## src/rtl/serial_arith_pkg.sv

```systemverilog
// Shared types and sizing helpers for the bit-serial arithmetic blocks.
package serial_arith_pkg;

  // Control states of the serial subtractor.
  typedef enum logic [1:0] {
    IDLE  = 2'd0,
    SHIFT = 2'd1,
    DONE  = 2'd2
  } state_e;

  // Bit counter width: must hold WIDTH-1 with one spare bit so it never wraps.
  function automatic int cnt_width(input int width);
    return $clog2(width) + 1;
  endfunction

endpackage

```

## src/rtl/serial_subtractor_full_subtractor.sv

```systemverilog
// One-bit full subtractor cell: d = x - y - bi, with borrow-out bo.
module full_subtractor (
  input  logic x,
  input  logic y,
  input  logic bi,
  output logic d,
  output logic bo
);

  assign d  = x ^ y ^ bi;
  assign bo = (~x & y) | (~(x ^ y) & bi);

endmodule

```

## src/rtl/serial_subtractor.sv

```systemverilog
// Bit-serial subtractor: D = A - B - bin, LSB first, one bit per clock,
// with valid/ready handshakes on both the operand and the result side.
module serial_subtractor
  import serial_arith_pkg::*;
#(
  parameter int WIDTH = 8
) (
  input  logic             clk,
  input  logic             rst_n,
  input  logic             in_valid,
  output logic             in_ready,
  input  logic [WIDTH-1:0] a,
  input  logic [WIDTH-1:0] b,
  input  logic             bin,
  output logic             out_valid,
  input  logic             out_ready,
  output logic [WIDTH-1:0] diff,
  output logic             bout,
  output logic             ovf
);

  localparam int            CW   = cnt_width(WIDTH);
  localparam logic [CW-1:0] LAST = CW'(WIDTH - 1);

  state_e           state_q, state_d;
  logic [WIDTH-1:0] sa_q, sa_d;
  logic [WIDTH-1:0] sb_q, sb_d;
  logic [WIDTH-1:0] res_q, res_d;
  logic [WIDTH-1:0] diff_q, diff_d;
  logic [CW-1:0]    cnt_q, cnt_d;
  logic             br_q, br_d;
  logic             a_msb_q, a_msb_d;
  logic             b_msb_q, b_msb_d;
  logic             bout_q, bout_d;
  logic             ovf_q, ovf_d;
  logic             in_ready_q, in_ready_d;
  logic             out_valid_q, out_valid_d;

  logic             accept_s;
  logic             last_bit_s;
  logic             cell_d_s;
  logic             cell_bo_s;
  logic [WIDTH-1:0] res_shift_s;

  // The single arithmetic cell, fed by the operand LSBs and the borrow flop.
  full_subtractor u_cell (
    .x  (sa_q[0]),
    .y  (sb_q[0]),
    .bi (br_q),
    .d  (cell_d_s),
    .bo (cell_bo_s)
  );

  // in_ready_q is low during reset and in its first edge, so gating on it
  // keeps reset-overlapping handshakes from being captured.
  assign accept_s   = (state_q == IDLE) & in_valid & in_ready_q;
  assign last_bit_s = (state_q == SHIFT) & (cnt_q == LAST);

  // Result register shifted right with the new difference bit entering at the MSB.
  always_comb begin
    res_shift_s            = res_q >> 1'b1;
    res_shift_s[WIDTH-1]   = cell_d_s;
  end

  // State register.
  always_ff @(posedge clk) begin
    if (!rst_n) begin
      state_q <= IDLE;
    end else begin
      state_q <= state_d;
    end
  end

  // Next-state logic.
  always_comb begin
    state_d = state_q;
    case (state_q)
      IDLE: begin
        if (accept_s) begin
          state_d = SHIFT;
        end else begin
          state_d = IDLE;
        end
      end
      SHIFT: begin
        if (last_bit_s) begin
          state_d = DONE;
        end else begin
          state_d = SHIFT;
        end
      end
      DONE: begin
        if (out_ready) begin
          state_d = IDLE;
        end else begin
          state_d = DONE;
        end
      end
      default: state_d = IDLE;
    endcase
  end

  // Datapath and handshake next values; results change only on the last bit.
  always_comb begin
    sa_d        = sa_q;
    sb_d        = sb_q;
    res_d       = res_q;
    diff_d      = diff_q;
    cnt_d       = cnt_q;
    br_d        = br_q;
    a_msb_d     = a_msb_q;
    b_msb_d     = b_msb_q;
    bout_d      = bout_q;
    ovf_d       = ovf_q;
    in_ready_d  = (state_d == IDLE);
    out_valid_d = (state_d == DONE);
    case (state_q)
      IDLE: begin
        if (accept_s) begin
          sa_d    = a;
          sb_d    = b;
          br_d    = bin;
          a_msb_d = a[WIDTH-1];
          b_msb_d = b[WIDTH-1];
          cnt_d   = '0;
        end else begin
          cnt_d   = cnt_q;
        end
      end
      SHIFT: begin
        sa_d  = sa_q >> 1'b1;
        sb_d  = sb_q >> 1'b1;
        res_d = res_shift_s;
        br_d  = cell_bo_s;
        cnt_d = cnt_q + CW'(1);
        if (last_bit_s) begin
          diff_d = res_shift_s;
          bout_d = cell_bo_s;
          ovf_d  = (a_msb_q ^ b_msb_q) & (a_msb_q ^ cell_d_s);
        end else begin
          diff_d = diff_q;
        end
      end
      DONE: begin
        cnt_d = cnt_q;
      end
      default: begin
        cnt_d = '0;
      end
    endcase
  end

  // Datapath and registered output flops.
  always_ff @(posedge clk) begin
    if (!rst_n) begin
      sa_q        <= '0;
      sb_q        <= '0;
      res_q       <= '0;
      diff_q      <= '0;
      cnt_q       <= '0;
      br_q        <= 1'b0;
      a_msb_q     <= 1'b0;
      b_msb_q     <= 1'b0;
      bout_q      <= 1'b0;
      ovf_q       <= 1'b0;
      in_ready_q  <= 1'b0;
      out_valid_q <= 1'b0;
    end else begin
      sa_q        <= sa_d;
      sb_q        <= sb_d;
      res_q       <= res_d;
      diff_q      <= diff_d;
      cnt_q       <= cnt_d;
      br_q        <= br_d;
      a_msb_q     <= a_msb_d;
      b_msb_q     <= b_msb_d;
      bout_q      <= bout_d;
      ovf_q       <= ovf_d;
      in_ready_q  <= in_ready_d;
      out_valid_q <= out_valid_d;
    end
  end

  assign in_ready  = in_ready_q;
  assign out_valid = out_valid_q;
  assign diff      = diff_q;
  assign bout      = bout_q;
  assign ovf       = ovf_q;

endmodule
```

## config.mk

```make
export PLATFORM = sky130hd
export DESIGN_NAME = serial_subtractor
export DESIGN_NICKNAME = d
export VERILOG_FILES = /design/src/rtl/serial_arith_pkg.sv /design/src/rtl/serial_subtractor_full_subtractor.sv /design/src/rtl/serial_subtractor.sv
export SDC_FILE = /design/constraint.sdc
export NUM_CORES = 1
export LEC_CHECK = 0
export CORE_ASPECT_RATIO = 0.9
export CORE_MARGIN = 5
export CORE_UTILIZATION = 49
export CTS_BUF_LIST = sky130_fd_sc_hd__clkbuf_8
export DETAILED_ROUTE_END_ITERATION = 8
export PLACE_DENSITY = 0.74
export RECOVER_POWER = 50
export REMOVE_ABC_BUFFERS = 1
export SLEW_MARGIN = 0
export SYNTH_ARGS = -nofsm -noshare
export SYNTH_HDL_FRONTEND = slang
export SYNTH_HIERARCHICAL = 1
export SYNTH_SLANG_ARGS = --single-unit
export TNS_END_PERCENT = 30
```

## constraint.sdc

```tcl
create_clock -name clk -period 1.5 [get_ports clk]
set_input_delay 0.3 -clock clk [delete_from_list [all_inputs] [get_ports clk]]
set_output_delay 0.3 -clock clk [all_outputs]
set_load 0.02 [all_outputs]
```

==> impl_metrics.env, run 1 <==
export IMPL_outcome="finished clean"
export IMPL_port_buffers=32
export IMPL_max_cap_violations=0
export IMPL_fp_coreArea_um2=4020
export IMPL_cp_end_kind="register"
export IMPL_cp_max_fo=3
export IMPL_fp_row_count=22
export IMPL_nNetsFinal=263
export IMPL_grt_pass1_vias=1445
export IMPL_combPwrFrac=0.179
export IMPL_vdd_drop_max_mv=0.784
export IMPL_start_util=0.496
export IMPL_finalHoldViolCount=0
export IMPL_chipWidth_um=77.2
export IMPL_wl_um=3880
export IMPL_drv_slew=0
export IMPL_chipHeight_um=70.5
export IMPL_grt_overflow=0
export IMPL_grt_use_met2=0.210
export IMPL_syn_to_final_growth_pct=24.8
export IMPL_power_leakage_nw=1.05
export IMPL_drt_pass1_iter_count=4
export IMPL_numCtsBuffers=5
export IMPL_timing_final_crit_share=0.975
export IMPL_avgSynthCellArea_um2=9.68
export IMPL_worst_slew_pin_slew_ns=0.320
export IMPL_grt_pass1_wl_um=6630
export IMPL_synth_area_um2=1990
export IMPL_place_gp_congestion=0.772
export IMPL_root_buffer="clkbuf_8"
export IMPL_postCtsHoldBufs=0
export IMPL_via_per_inst=5.47
export IMPL_clkPwrFrac=0.300
export IMPL_top_usage_layer="met1"
export IMPL_cp_required_ns=1.71
export IMPL_drtIter0Drc=104
export IMPL_switching_power_mw=0.592
export IMPL_clock_fmax_mhz=684
export IMPL_arrival_ns=1.67
export IMPL_synth_area_leaders="dfxtp_1 (44%), o311a_1 (7.5%), mux2_4 (6.8%), o21bai_1 (5.6%), a21oi_1 (5.0%)"
export IMPL_synth_top_area_frac=0.442
export IMPL_clk_pin_slew_ns=0.08
export IMPL_yosysTopAreaCell="dfxtp_1"
export IMPL_layout_cells_non_filler=289
export IMPL_clkLatencyLatePin_ns=0.29
export IMPL_yosysUniqueCellTypes=34
export IMPL_period_minus_slack_ns=1.46
export IMPL_met3_usage=0.0451
export IMPL_wire_per_inst_um=13.4
export IMPL_powerDensity_nw_per_um2=977
export IMPL_num_vias=1581
export IMPL_drc=0
export IMPL_hp_class="reg2reg"
export IMPL_ys_seq_elements=44
export IMPL_critPathLaunchType="register"
export IMPL_slew_headroom=0.785
export IMPL_seqPwrFrac=0.521
export IMPL_cts_tree="done"
export IMPL_clock_path_buffers=2
export IMPL_dp_hpwl_um=2730
export IMPL_grt_use_met1=0.212
export IMPL_grt_max_degree=31
export IMPL_cts_sinks=44
export IMPL_finalSetupViolCount=0
export IMPL_antenna_found_initial=0
export IMPL_grt_setup_unrepaired="true"
export IMPL_yosys_warnings=6
export IMPL_diodes=0
export IMPL_swShare=0.244
export IMPL_dp_cells=281
export IMPL_finClkSkew_ns=0.00582
export IMPL_syn_inst=206
export IMPL_h_tree_depth=2
export IMPL_ant_nets=0
export IMPL_crit_type="reg2reg"
export IMPL_dieArea_um2=5450
export IMPL_drive_gt1_frac=0.178
export IMPL_grt_use_total=0.147
export IMPL_yosysSeqAreaShare=0.442
export IMPL_ioPinCount=33
export IMPL_internal_power_mw=1.84
export IMPL_power_mw=2.43
power by group through the flow:
| stage | Clock, mW | Sequential [mW] | Combinational (mW) |
|---|---|---|---|
| 2_1_floorplan | 0 | 1.29 | 0.256 |
| 3_3_place_gp | 0 | 1.29 | 0.428 |
| 3_5_place_dp | 0 | 1.29 | 0.432 |
| 4_1_cts | 0.749 | 1.27 | 0.431 |
| 5_1_grt | 0.797 | 1.27 | 0.481 |
| 6_report | 0.728 | 1.27 | 0.435 |
synthesized netlist by cell type (all sizes together):
library cell	n
buf	6
nor3	2
nor4	1
nor2	5
o21ai	13
and4	1
o21a	2
a21oi	20
nand2b	1
a21o	1
inv	5
nor2b	1
a32o	1
a211o	1
nand2	16
fa	1
o21bai	15
and3b	3
nor3b	1
clkbuf	15
ha	1
xnor2	1
nand3b	2
o32a	1
dfxtp	44
nand3	14
mux2	15
a211oi	1
and4bb	1
o311a	15
layout by cell type, fill, tap and decap left out, drive strengths merged, types with 2 or more instances in the layout:
| master | instances |
|---|---|
| and3b | 3 |
| clkbuf | 8 |
| nand3 | 14 |
| nor3 | 2 |
| o21a | 2 |
| o21bai | 15 |
| inv | 7 |
| mux2 | 15 |
| clkdlybuf4s50 | 20 |
| a21oi | 20 |
| buf | 14 |
| o311a | 15 |
| dfxtp | 44 |
| nand3b | 2 |
| o21ai | 13 |
| nand2 | 16 |
| nor2 | 5 |
| dlygate4sd2 | 12 |
area by class of cell:
cell class              count  area (um2)
fillers                   333        1530
multi-input cells         136        1000
flip-flops and latches     44         882
repair buffers             48         432
clock buffers               6        82.6
well taps                  48        60.1
inverters                   5        18.8
clock inverters             2        7.51
stage by stage:
step | area [um2] | util | hold slack, ns | TNS (ns) | setup WS [ns]
floorplan | 1890 | - | 0.418 | -13.16 | -0.564
global placement | 2400 | 0.598 | 0.444 | 0 | 0.00429
detailed placement | 2400 | 0.598 | 0.451 | -0.0144 | -0.00757
CTS | 2480 | 0.616 | 0.462 | 0 | 0.0180
global route | 2490 | 0.619 | 0.487 | -0.0843 | -0.0500
finish | 2490 | 0.619 | 0.457 | 0 | 0.0377
metal layers:
layer  routed length (um)  share of wire  up-vias
met1                 1870           0.48      722
li1                     -              -      821
met3                  235          0.061        4
met4                   44          0.011        0
met5                    0              0        -
met2                 1720           0.44       34
cell families (layout without fill, tap and decap cells):
group,count (synthesis),after routing,share of synthesized area
flip-flops,44,44,0.442
XOR/XNOR,1,1,0.00440
buffers and inverters,26,61,0.0634
adder cells (fa/ha/maj),2,2,0.0163
AO/OA/AOI/OAI,70,70,0.244
AND/OR/NAND/NOR,48,48,0.128
multiplexers,15,15,0.102
path summary, 6_finish.rpt:
path / slack (ns) / to / cells after the start / from
worst max register to register: 0.04 / ovf / 5 / sb_q[0]
worst max-delay path: 0.04 / ovf / 5 / sb_q[0]
worst min register to register: 0.46 / res_q[1] / 2 / res_q[1]
worst min-delay path: 0.46 / res_q[1] / 2 / res_q[1]
sequential cells by signal (all words and copies together), names as in the netlist:
signal and cells:
ovf 1, sb_q 8, diff 8, res_q 7, in_ready 1, state_q 2
br_q 1, bout 1, b_msb_q 1, cnt_q 4, a_msb_q 1, sa_q 8
out_valid 1
worst max-delay path, stage by stage (launching register included):
cell and delay, ns:
dfxtp_2 0.33, inv_2 0.04, fa_2 0.60, and3b_1 0.18, a21oi_2 0.04, a211oi_2 0.19
repair_timing:
item                                    CTS  global route
endpoints found under the setup margin   13             6
pin swaps                                 2             3
hold endpoints to repair                  0             0
resized for setup                        12             7
setup buffers                             0             0
No activity file was read; power rests on OpenSTA's default activity.
==> inputs of run 2 (changes only) <==
CORE_MARGIN = 2   (was 5)
==> run 2 against run 1 <==
Net effect: flip-flop and latch count stayed put; sequential share of layout area is 0.16 points lower; global-route usage is 4.1 points higher; critical path depth is 2 lower; non-clock buffer count is 3 lower; die area is 16% lower; highest routed layer unchanged; total power is 11% higher; core utilization is 3.7 points higher; cell count is 1.7% lower; sequential power hardly changed; count of clock-buffer cells in the layout is 1 higher.
==> impl_metrics.env, run 2 (same netlist as run 1, synthesis figures left out) <==
export IMPL_diodes=0
export IMPL_drv_slew=0
export IMPL_cp_end_kind="register"
export IMPL_wire_per_inst_um=14.3
export IMPL_internal_power_mw=2.07
export IMPL_clk_pin_slew_ns=0.08
export IMPL_final_area_um2=2500
export IMPL_combPwrFrac=0.163
export IMPL_numCtsBuffers=5
export IMPL_switching_power_mw=0.620
export IMPL_drtIter0Drc=109
export IMPL_period_minus_slack_ns=1.42
export IMPL_vdd_drop_max_mv=0.614
export IMPL_clock_path_buffers=2
export IMPL_root_buffer="clkbuf_8"
export IMPL_crit_type="reg2reg"
export IMPL_hp_start="res_q[6]"
export IMPL_setup_slack_ns=0.0775
export IMPL_chipHeight_um=64.5
export IMPL_outcome="finished clean"
export IMPL_multi_input_area_um2=990
export IMPL_nNetsFinal=260
export IMPL_drive_gt1_frac=0.160
export IMPL_drt_pass1_iter_count=4
export IMPL_h_tree_depth=2
export IMPL_port_buffers=32
export IMPL_mostFrequentLayoutCells="dfxtp_1 (43), clkdlybuf4s50_1 (20), a21oi_1 (19)"
export IMPL_grt_max_degree=31
export IMPL_path_buf_inv=0
export IMPL_clkLatencyLatePin_ns=0.30
export IMPL_ant_nets=0
export IMPL_clock_fmax_mhz=703
export IMPL_critPathTopFamily="multiplexers"
export IMPL_finClkSkew_ns=0.00434
export IMPL_holdPathEnd="res_q[5]"
export IMPL_critical_path_max_stage_delay_ns=0.38
export IMPL_seqPwrFrac=0.472
export IMPL_num_vias=1623
export IMPL_timing_final_crit_share=0.948
export IMPL_clkPwrFrac=0.365
export IMPL_power_leakage_nw=1.04
export IMPL_finalHoldViolCount=0
export IMPL_grt_use_total=0.188
export IMPL_worst_slew_pin_slew_ns=0.436
export IMPL_wl_um=4070
export IMPL_finalSetupViolCount=0
export IMPL_powerDensity_nw_per_um2=1080
export IMPL_hp_class="reg2reg"
export IMPL_dpl_cell_area_um2=2370
export IMPL_via_per_inst=5.71
export IMPL_swShare=0.230
export IMPL_cts_tree="done"
export IMPL_cp_max_fo=19
export IMPL_ioPinCount=33
export IMPL_grt_pass1_wl_um=6910
export IMPL_worst_path_max_delay_cell="mux2_2"
export IMPL_chipWidth_um=71.2
export IMPL_num_fill_cells=301
export IMPL_arrival_ns=1.61
export IMPL_slew_headroom=0.709
export IMPL_cp_cell_sequence="nand2b_4 -> mux2_2 -> o311a_1"
export IMPL_dieArea_um2=4590
export IMPL_mostFrequentLayoutCell="dfxtp_1"
export IMPL_dp_cells=274
export IMPL_dp_hpwl_um=2770
export IMPL_drc=0
export IMPL_place_gp_congestion=0.808
export IMPL_cts_sinks=44
export IMPL_fp_row_count=21
export IMPL_grt_setup_unrepaired="false"
export IMPL_layout_cells_non_filler=284
export IMPL_min_path_cells=2
export IMPL_r2r_end="sa_q[5]"
export IMPL_syn_to_final_growth_pct=25.4
export IMPL_start_util=0.523
export IMPL_critPathLaunchType="register"
export IMPL_grt_overflow=0
export IMPL_grt_pass1_vias=1527
export IMPL_cp_required_ns=1.69
export IMPL_regArea_um2=882
export IMPL_rr_worst_depth=3
export IMPL_r2r_start="state_q[1]"
export IMPL_reg2reg_slack_ns=0.08
export IMPL_postCtsHoldBufs=0
export IMPL_antenna_found_initial=0
export IMPL_max_cap_violations=0
export IMPL_fp_coreArea_um2=3810
export IMPL_dp_worst_setup_slack_ns=-0.0481
==> run 2: worst max-delay path by stage <==
| stage | endpoint | slack [ns] | cells after the start | startpoint |
|---|---|---|---|---|
| final | sa_q[5] | 0.08 | 3 | state_q[1] |
| after global routing | ovf | 0.005 | 5 | br_q |
| after CTS | ovf | -0.01 | 4 | cnt_q[0] |
| after detailed placement | cnt_q[1] | -0.05 | 4 | rst_n |
| after global placement | cnt_q[3] | 0.02 | 4 | rst_n |
| after floorplan | br_q | -0.56 | 3 | state_q[1] |
==> run 2: metal layers <==
metal / up-vias / track usage / wire [um]
met3: 8 / 0.0420 / 172
li1: 810 / - / -
met1: 765 / 0.241 / 1910
met2: 40 / 0.304 / 1910
met5: - / 0 / 0
met4: 0 / 0.0825 / 67
==> run 2: layout make-up <==
type | instances | share of cell area
clock buffer | 7 | 0.0386
clock inverter | 1 | 0.0120
inverter | 5 | 0.00751
timing repair buffer | 45 | 0.170
sequential | 44 | 0.353
multi-input combinational | 136 | 0.396
tap | 46 | 0.0230
==> run 2: power groups by stage <==
stage,Combinational (mW),Sequential (mW),Clock (mW)
finish,0.439,1.27,0.982
global route,0.479,1.28,1.04
CTS,0.429,1.27,0.998
detailed placement,0.429,1.30,0
global placement,0.413,1.29,0
floorplan,0.256,1.29,0
==> run 2: worst reg2reg max path, delay by kind of cell (launching register included) <==
kind / cells / cell delay (ns)
flops: 1 / 0.33
compound gates: 1 / 0.28
mux: 1 / 0.39
simple gates: 1 / 0.31
==> run 2: what timing repair did <==
action	CTS	global route
setup buffers	0	2
gates resized for setup	12	1
setup endpoints to repair	14	12
hold endpoints to repair	0	0
pin swaps	1	2
==> run 2: through the flow <==
step                      power [mW]  hold WS [ns]   util  setup TNS (ns)
after floorplan                 1.55         0.418      -          -13.16
after global routing            2.79         0.487  0.656               0
after detailed placement        1.73         0.462  0.623          -0.323
after global placement          1.70         0.447  0.623               0
final                           2.69         0.473  0.656               0
after CTS                       2.70         0.475  0.653         -0.0116
==> inputs of run 3 (changes only) <==
CAP_MARGIN = 20   (was unset)
==> results of run 3 <==
No change in the layout: final DEF, timing and power equal those of run 2.
